===== src/rtl/sram_read_arbiter_if.sv =====
// sram_read_arbiter_if: client request, SRAM read and demux tag signals of the SRAM read arbiter
interface sram_read_arbiter_if #(
  parameter int NUM_CLIENTS = 16,
  parameter int ADDR_W = 19,
  parameter int CID_W = $clog2(NUM_CLIENTS)
);
  logic [NUM_CLIENTS-1:0] client_read_req;
  logic [NUM_CLIENTS*ADDR_W-1:0] client_read_addr;
  logic [4:0] client_priority;
  logic sram_rd_ready;
  logic [NUM_CLIENTS-1:0] client_grant;
  logic sram_rd_en;
  logic [ADDR_W-1:0] sram_rd_addr;
  logic demux_valid;
  logic [CID_W-1:0] demux_client;
  logic [ADDR_W-1:0] demux_base_addr;
  logic demux_last;
  logic busy;
  modport master (
    output client_read_req, client_read_addr, client_priority, sram_rd_ready,
    input client_grant, sram_rd_en, sram_rd_addr, demux_valid, demux_client, demux_base_addr, demux_last, busy
  );
  modport slave (
    input client_read_req, client_read_addr, client_priority, sram_rd_ready,
    output client_grant, sram_rd_en, sram_rd_addr, demux_valid, demux_client, demux_base_addr, demux_last, busy
  );
endinterface


===== src/rtl/sram_read_arbiter.sv =====
// sram_read_arbiter: round-robin SRAM read-port arbiter issuing tagged fixed-length read bursts
module sram_read_arbiter #(
  parameter int NUM_CLIENTS = 16,
  parameter int ADDR_W = 19,
  parameter int BURST_LEN = 4,
  parameter int SRAM_LAT = 2
) (
  input logic clk,
  input logic rst,
  sram_read_arbiter_if.slave bus
);
  localparam int CID_W = $clog2(NUM_CLIENTS);
  localparam int BW = BURST_LEN > 1 ? $clog2(BURST_LEN) : 1;
  typedef enum logic [1:0] {IDLE, ISSUE, DRAIN} state_t;
  state_t state, state_nx;
  logic [CID_W-1:0] ptr, win, cid, idx;
  logic [ADDR_W-1:0] base;
  logic [BW-1:0] beat;
  logic [NUM_CLIENTS-1:0] grant;
  logic any, ovr, fire, fin;
  logic [SRAM_LAT-1:0] p_v, p_l;
  logic [CID_W-1:0] p_c [SRAM_LAT];
  logic [ADDR_W-1:0] p_b [SRAM_LAT];
  int s;

  // descending scan so the first requester at/after ptr is the last one written
  always_comb begin
    any = |bus.client_read_req;
    ovr = bus.client_priority[4] && bus.client_read_req[bus.client_priority[3:0]];
    win = '0;
    s = 0;
    idx = '0;
    for (int i = NUM_CLIENTS - 1; i >= 0; i--) begin
      s = int'(ptr) + i;
      s = s >= NUM_CLIENTS ? s - NUM_CLIENTS : s;
      idx = CID_W'(s);
      if (bus.client_read_req[idx]) win = idx;
    end
    if (ovr) win = CID_W'(bus.client_priority[3:0]);
  end

  assign fire = state == ISSUE && bus.sram_rd_ready;
  assign fin = fire && beat == BW'(BURST_LEN - 1);

  always_comb begin
    state_nx = state;
    state_nx = state == IDLE ? (any ? ISSUE : IDLE) :
               state == ISSUE ? (fin ? DRAIN : ISSUE) :
               (p_v[SRAM_LAT-1] && p_l[SRAM_LAT-1] ? IDLE : DRAIN);
  end

  always_ff @(posedge clk) begin
    if (rst) begin
      state <= IDLE;
      ptr <= '0;
      cid <= '0;
      base <= '0;
      beat <= '0;
      grant <= '0;
    end else begin
      state <= state_nx;
      grant <= '0;
      if (state == IDLE && any) begin
        cid <= win;
        base <= bus.client_read_addr[win*ADDR_W +: ADDR_W];
        grant <= NUM_CLIENTS'(1) << win;
        beat <= '0;
        if (!ovr) ptr <= win == CID_W'(NUM_CLIENTS - 1) ? '0 : win + 1'b1;
      end
      if (fire) beat <= fin ? '0 : beat + 1'b1;
    end
  end

  // tag pipe mirrors SRAM latency; tags only advance with a valid word so the output holds
  always_ff @(posedge clk) begin
    if (rst) begin
      p_v <= '0;
      p_l <= '0;
      for (int k = 0; k < SRAM_LAT; k++) begin
        p_c[k] <= '0;
        p_b[k] <= '0;
      end
    end else begin
      p_v[0] <= fire;
      p_l[0] <= fin;
      if (fire) begin
        p_c[0] <= cid;
        p_b[0] <= base;
      end
      for (int k = 1; k < SRAM_LAT; k++) begin
        p_v[k] <= p_v[k-1];
        p_l[k] <= p_l[k-1];
        if (p_v[k-1]) begin
          p_c[k] <= p_c[k-1];
          p_b[k] <= p_b[k-1];
        end
      end
    end
  end

  assign bus.client_grant = grant;
  assign bus.sram_rd_en = fire;
  assign bus.sram_rd_addr = state == ISSUE ? base + ADDR_W'(beat) : '0;
  assign bus.demux_valid = p_v[SRAM_LAT-1];
  assign bus.demux_last = p_v[SRAM_LAT-1] && p_l[SRAM_LAT-1];
  assign bus.demux_client = p_c[SRAM_LAT-1];
  assign bus.demux_base_addr = p_b[SRAM_LAT-1];
  assign bus.busy = state != IDLE;
endmodule

===== src/flat_wrapper.sv =====
// flat-port wrapper written by rule: the top's interface ports become plain ports
module sram_read_arbiter_flat 
#(
  parameter int NUM_CLIENTS = 16,
  parameter int ADDR_W = 19,
  parameter int BURST_LEN = 4,
  parameter int SRAM_LAT = 2
)
  (clk, rst, bus_client_read_req, bus_client_read_addr, bus_client_priority, bus_sram_rd_ready, bus_client_grant, bus_sram_rd_en, bus_sram_rd_addr, bus_demux_valid, bus_demux_client, bus_demux_base_addr, bus_demux_last, bus_busy);
  sram_read_arbiter_if #(.NUM_CLIENTS(NUM_CLIENTS), .ADDR_W(ADDR_W)) bus_i ();
  input logic clk;
  input logic rst;
  input wire logic [$bits(bus_i.client_read_req)-1:0] bus_client_read_req;
  input wire logic [$bits(bus_i.client_read_addr)-1:0] bus_client_read_addr;
  input wire logic [$bits(bus_i.client_priority)-1:0] bus_client_priority;
  input wire logic [$bits(bus_i.sram_rd_ready)-1:0] bus_sram_rd_ready;
  output wire logic [$bits(bus_i.client_grant)-1:0] bus_client_grant;
  output wire logic [$bits(bus_i.sram_rd_en)-1:0] bus_sram_rd_en;
  output wire logic [$bits(bus_i.sram_rd_addr)-1:0] bus_sram_rd_addr;
  output wire logic [$bits(bus_i.demux_valid)-1:0] bus_demux_valid;
  output wire logic [$bits(bus_i.demux_client)-1:0] bus_demux_client;
  output wire logic [$bits(bus_i.demux_base_addr)-1:0] bus_demux_base_addr;
  output wire logic [$bits(bus_i.demux_last)-1:0] bus_demux_last;
  output wire logic [$bits(bus_i.busy)-1:0] bus_busy;
  assign bus_i.client_read_req = bus_client_read_req;
  assign bus_i.client_read_addr = bus_client_read_addr;
  assign bus_i.client_priority = bus_client_priority;
  assign bus_i.sram_rd_ready = bus_sram_rd_ready;
  assign bus_client_grant = bus_i.client_grant;
  assign bus_sram_rd_en = bus_i.sram_rd_en;
  assign bus_sram_rd_addr = bus_i.sram_rd_addr;
  assign bus_demux_valid = bus_i.demux_valid;
  assign bus_demux_client = bus_i.demux_client;
  assign bus_demux_base_addr = bus_i.demux_base_addr;
  assign bus_demux_last = bus_i.demux_last;
  assign bus_busy = bus_i.busy;
  sram_read_arbiter #(.NUM_CLIENTS(NUM_CLIENTS), .ADDR_W(ADDR_W), .BURST_LEN(BURST_LEN), .SRAM_LAT(SRAM_LAT)) u_core (.clk(clk), .rst(rst), .bus(bus_i));
endmodule

===== config.mk =====
export PLATFORM = sky130hd
export DESIGN_NAME = sram_read_arbiter_flat
export DESIGN_NICKNAME = d
export VERILOG_FILES = /design/src/rtl/sram_read_arbiter_if.sv /design/src/rtl/sram_read_arbiter.sv /design/src/flat_wrapper.sv
export SDC_FILE = /design/constraint.sdc
export NUM_CORES = 1
export LEC_CHECK = 0
export CAP_MARGIN = 20
export CORE_AREA = 2 2 153 155
export CTS_BUF_LIST = sky130_fd_sc_hd__clkbuf_8
export CTS_CLUSTER_SIZE = 14
export DETAILED_ROUTE_END_ITERATION = 8
export DIE_AREA = 0 0 155 157
export PLACE_DENSITY_LB_ADDON = 0.1
export SKIP_LAST_GASP = 1
export SYNTH_ARGS = -nofsm -noshare
export SYNTH_HDL_FRONTEND = slang
export SYNTH_SLANG_ARGS = --single-unit
export TNS_END_PERCENT = 10

===== constraint.sdc =====
create_clock -name clk -period 4.9 [get_ports clk]
set_input_delay 0.49 -clock clk [delete_from_list [all_inputs] [get_ports clk]]
set_output_delay 0.49 -clock clk [all_outputs]
set_load 0.005 [all_outputs]

* Yosys cells after proc, flatten, opt, wreduce, memory -nomap -nowiden
Memories as Yosys holds them, arrays and structs flattened.
Cells that the tools add are included.
** Storage, ports and cells
- Register bits :: 51
- Bits in writable memories :: 46
- Logic and storage cells :: 189
- Memories kept :: 2
** Memory list
- u_core.p_b :: words 2, bits a word 19, read ports 2, clocked after Yosys merged registers in 0, write ports 2, line sram_read_arbiter.sv:23 : logic [ADDR_W-1:0] p_b [SRAM_LAT];
- u_core.p_c :: words 2, bits a word 4, read ports 2, clocked after Yosys merged registers in 0, write ports 2, line sram_read_arbiter.sv:22 : logic [CID_W-1:0] p_c [SRAM_LAT];
** Operators by class
- $add $sub $neg :: 34
- $mul :: 1
- $lt $le $gt $ge :: 33
- Eq/ne operators :: 3
- Shifts and indexed selects :: 2
- Mux-type cells :: 89
- Bitwise gates (word level) :: 6
- Reductions and logical operators :: 11
** Operators with widths (count)
- $shiftx A304 B10 Y19 :: 1
- $mux W4 :: 36
- $lt A4 B5 Y1 const B :: 17
- $ge A5 B5 Y1 const B :: 15
- $bmux W1 S4 :: 17
- $sub A4 B1 Y4 const B :: 16
- $mux W19 :: 3
- $add A4 B4 Y5 const B :: 8
- $mux W1 :: 26
- $add A4 B3 Y5 const B :: 4
- $add A19 B2 Y19 :: 1
- $reduce_or A16 Y1 :: 1
- $shl A1 B4 Y16 const A :: 1
- $mux W2 :: 7
- $add A4 B2 Y5 const B :: 2
- $mul A4 B5 Y9 const B :: 1
- $add A4 B1 Y5 const B :: 1
- $ge A4 B5 Y1 const B :: 1
- $logic_and A1 B1 Y1 :: 5
- $add A4 B1 Y4 const B :: 1
- $eq A4 B4 Y1 const B :: 1
- $or A1 B1 Y1 :: 4
- $reduce_bool A2 Y1 :: 2
- $add A2 B1 Y2 const B :: 1
- 6 further kinds :: 7

* Depth between registers and ports, before layout
- Depth in word-level cells :: 24
- Mapped depth :: 20

* Worst setup path before layout
No wires, ideal clock.
- Path kind :: register to register
- From :: register u_core.ptr[1]
- To :: register u_core.base[9]
- Setup time :: 0.137 ns
- Arrival :: 4.346 ns
- Required time :: 4.763 ns
- Path slack :: 0.417 ns
- Stages on the path, launching flop included :: 18
- Path buffers :: 5
- Cells stage by stage :: dfxtp_1 buf_2 buf_2 inv_1 ha_1 buf_4 buf_6 mux2_1 mux4_2 mux2i_4 nand4_1 nor2_1 o2111ai_1 o221ai_4 clkbuf_1 mux2_2 o221ai_1 o211ai_2
** On the way
- Longest elaborated chain between the ends :: 24
- Elaborated cells between the ends (all ways) :: 114
- Those cells by class :: 31 x add/sub; 1 x mul; 16 x order compare; 1 x shift; 65 x mux
** Ends and longest elaborated chain
- start: declaration :: line sram_read_arbiter.sv:16 : logic [CID_W-1:0] ptr, win, cid, idx;
- start signal: assignment :: line sram_read_arbiter.sv:68 : if (!ovr) ptr <= win == CID_W'(NUM_CLIENTS - 1) ? '0 : win + 1'b1;
- $add A4 B4 Y5 :: line sram_read_arbiter.sv:34 : s = int'(ptr) + i;
- $sub A4 B1 Y4 or $ge A5 B5 Y1 (tied branches) :: line sram_read_arbiter.sv:35 : s = s >= NUM_CLIENTS ? s - NUM_CLIENTS : s;
- $mux W4 :: line sram_read_arbiter.sv:35
- $bmux W1 S4 :: line sram_read_arbiter.sv:37 : if (bus.client_read_req[idx]) win = idx;
- $mux W1 (not written as such) :: line sram_read_arbiter.sv:37
- $mux W4 (15 in a row) :: line sram_read_arbiter.sv:37
- $mux W4 (*) :: line sram_read_arbiter.sv:37
- $mux W4 (*) :: line sram_read_arbiter.sv:39 : if (ovr) win = CID_W'(bus.client_priority[3:0]);
- $mul A4 B5 Y9 (*) :: line sram_read_arbiter.sv:65 : base <= bus.client_read_addr[win*ADDR_W +: ADDR_W];
- $shiftx A304 B10 Y19 (*) :: line sram_read_arbiter.sv:65
- end signal: assignment :: line sram_read_arbiter.sv:65
- end: declaration :: line sram_read_arbiter.sv:17 : logic [ADDR_W-1:0] base;
Mark *: on every way between the ends. The rest lies on a longest branch, timed or not. The select of a mux whose other input is x is not followed.
A chain may end at the register's enable or synchronous reset.

* Worst setup path after layout
Ends and elaborated chain as after synthesis.

==> flow_summary.json <==
{
  "outcome": "complete, no violations",
  "cp.required_ns": 5.15,
  "drtPass1Iterations": 7,
  "worst_slew_pin_slew_ns": 1.06,
  "path_max_fanout": 45,
  "slowest_delay_ns": 0.53,
  "antenna_found_initial": 15,
  "cts.sink_count": 97,
  "fin_crit_ns": 4.73,
  "clockRootBuffer": "clkbuf_8",
  "drv_slew": 0,
  "grt_usage_pct": 34.0,
  "gp_congestion": 0.974,
  "p_leak_nw": 5.34,
  "wire_per_inst_um": 26.1,
  "grt_pass1_wl_um": 60200,
  "drtAntennaViolNets": 0,
  "async_flop_share_pct": 0,
  "die_w_um": 155,
  "finalHoldViolCount": 0,
  "ys_warn_count": 0,
  "cpMaxStageDelayCell": "mux4_2",
  "cp_top_family": "multiplexers",
  "setup_viol": 0,
  "final.setup.worst_slack_ns": 0.171,
  "drtIter0Drc": 774,
  "numPortBuffers": 389,
  "final_net_count": 1655,
  "grt_setup_unrepaired": "false",
  "syn_nets": 1312,
  "max_freq_mhz": 211,
  "synth_edf_count": 46,
  "drc_errors": 0,
  "dieArea_um2": 24300,
  "r2r_end": "u_core.base[9]",
  "hold_depth": 1,
  "num_rows": 55,
  "grt_max_degree": 47,
  "synth_flop_cell": "dfxtp_1",
  "synth.ff_latch_count": 97,
  "yosys.area.top_type": "mux2i_1",
  "core_um2": 22500,
  "num_io_pins": 390,
  "synthTopCellsByArea": "mux2i_1, edfxtp_1, dfxtp_1",
  "yosysSeqAreaShare_pct": 24.6,
  "min_to": "u_core.p_l[1]",
  "ys_types": 85,
  "r2r-start": "u_core.ptr[1]",
  "r2r_slack_ns": 0.17,
  "ir_drop_v": 0.000435,
  "drt-total-wl_um": 42200,
  "routed_via_density": 5.85,
  "clockBufferDepth": 2,
  "cap_violations": 0,
  "clock_latency_ns": 0.38,
  "fin_skew_ns": 0.0125,
  "grt_pass1_vias": 9166,
  "slew_headroom_pct": 29.1,
  "dr_total_vias": 9455,
  "die_y_um": 157,
  "critPathCaptureType": "register",
  "tritoncts": "done",
  "syn_avg_cell_area_um2": 10.1,
  "critPathArrivalTime_ns": 4.98,
  "r2r_cells": 16,
  "cts.htree.levels": 3,
  "period_share_pct": 96.5,
  "startpoint_type": "register",
  "worstHoldStart": "u_core.p_l[0]",
  "cts_buffers": 9,
  "dp_hpwl_um": 35000,
  "critPathBufInv": 4,
  "area_delta_synth_final_pct": 44.5,
  "synth_area_um2": 9750,
  "synth_top_area_share_pct": 20.5,
  "syn-instance-count": 967,
  "path_cells": "inv_1 -> ha_1 -> buf_12 -> mux2_2 -> mux4_2 -> mux2i_4 -> nand4_1 -> nor2_1 -> o2111ai_1 -> o221ai_4 -> buf_12 -> buf_16 -> mux2i_1 -> mux2i_1 -> a22oi_1 -> o211ai_2",
  "place_ws_ns": 0.192,
  "tns_ns": 0,
  "clkTransAtPathRegs_ns": 0.11,
  "gr-total-overflow": 0,
  "initial_utilization_pct": 43.3,
  "p_per_area_nw_per_um2": 571,
  "cts_setup_buffers": 0,
  "crit_type": "register to register",
  "hp-class": "register to register",
  "drive_gt1_share_pct": 15.4
}
## synthesized netlist by cell type (9+ instances only)
library cell  number
buf_4             34
mux2_2            53
and2_1             9
xor2_1            11
and3_1            21
inv_1             12
mux4_2            33
nand3_1           19
mux2i_1          200
buf_2             22
o211ai_1           9
nor2_1            47
o21ai_0           19
o211ai_2          10
a21oi_1           22
nand2b_1          10
nand2_1           51
o221ai_1          10
nor2b_1           55
edfxtp_1          46
buf_6             11
o221ai_2           9
a22oi_1           28
a22oi_2           10
ha_1              16
xnor2_1           11
clkbuf_1          27
dfxtp_1           51
## layout make-up
type | instances | area (µm²)
antenna | 15 | 37.5
clock buffer | 9 | 124
clock inverter | 7 | 73.8
fill | 1900 | 8410
inverter | 15 | 56.3
multi-input combinational | 756 | 6700
sequential | 97 | 2400
tap | 285 | 357
timing repair buffer | 431 | 4340
## worst max-delay path by stage
stage / start / end / slack, ns / cells past startpoint
after floorplan: u_core.ptr[1] / u_core.base[9] / 0.42 / 17
after global placement: bus_client_read_req[9] / u_core.base[17] / 0.18 / 12
after detailed placement: bus_client_read_req[5] / u_core.base[17] / 0.19 / 14
after CTS: u_core.ptr[0] / u_core.base[17] / 0.23 / 16
after global routing: u_core.ptr[1] / u_core.base[17] / 0.008 / 16
final: u_core.ptr[1] / u_core.base[9] / 0.17 / 16
## worst register-to-register path: cells and delay by family, from the launching register on
family                   cells  cell delay (ns)
multiplexers                 5             1.57
flip-flops                   1             0.49
buffers and inverters        4             0.81
AO/OA/AOI/OAI                4             0.99
adder cells (fa/ha/maj)      1             0.33
AND/OR/NAND/NOR              2             0.41
## registers in the layout, summed over array words and instances (netlist names)
signal and count:
u_core.p_c 8, u_core.ptr 4, u_core.cid 4, u_core.state 2, u_core.beat 2, u_core.bus.client_grant 16
u_core.base 19, u_core.p_v 2, u_core.p_l 2, u_core.p_b 38
## cell usage in the layout, fill, tap and decap left out, types with 16 or more instances in the layout
| cell | n |
|---|---|
| ha_1 | 16 |
| dfxtp_1 | 51 |
| mux4_2 | 33 |
| nand2_1 | 51 |
| mux2i_1 | 200 |
| mux2_2 | 53 |
| clkdlybuf4s50_1 | 389 |
| nor2b_1 | 55 |
| nand3_1 | 19 |
| a22oi_1 | 28 |
| and3_1 | 21 |
| o21ai_0 | 18 |
| nor2_1 | 46 |
| buf_4 | 32 |
| a21oi_1 | 22 |
| edfxtp_1 | 46 |
## per-layer routing
metal | share of wire [%] | global-route usage, % | up-vias
met3 | 6.3 | 6.53 | 70
li1 | - | - | 4353
met1 | 40 | 42.1 | 4616
met4 | 3.1 | 14.3 | 2
met5 | 0.026 | 2.90 | -
met2 | 50 | 57.6 | 414
## through the flow
stage | cells | total power (W) | area (µm²) | util (%) | hold slack [ns]
after floorplan | 967 | 0.00561 | 9750 | - | 0.414
after global placement | 1584 | 0.00741 | 13800 | 61.5 | 0.421
after detailed placement | 1584 | 0.00741 | 13800 | 61.5 | 0.434
after CTS | 1600 | 0.00797 | 14000 | 62.4 | 0.445
after global routing | 1614 | 0.00845 | 14100 | 62.6 | 0.468
final | 1615 | 0.00805 | 14100 | 62.6 | 0.443
## power breakdown
group / internal, W / switching (W) / total [W]
sequential: 0.000984 / 0.000167 / 0.00115
clock: 0.000204 / 0.000330 / 0.000535
combinational: 0.00292 / 0.00345 / 0.00636
## timing repair
item / 4_1_cts / 5_1_grt
hold buffers: 0 / 0
hold endpoints to repair: 0 / 0
setup endpoints to repair: 0 / 1
resized for setup: 0 / 1
## logic make-up after synthesis
| group | after synthesis | synth area share, % |
|---|---|---|
| DFF | 97 | 24.6 |
| muxes | 291 | 35.1 |
| adders and majority gates | 17 | 2.26 |
| buffers and inverters | 114 | 6.83 |
| and+or+nand+nor | 248 | 13.4 |
| AOI/OAI and AO/OA | 175 | 15.2 |
| xor gates and xnor gates | 25 | 2.59 |
(Power assumes the default switching activity.)
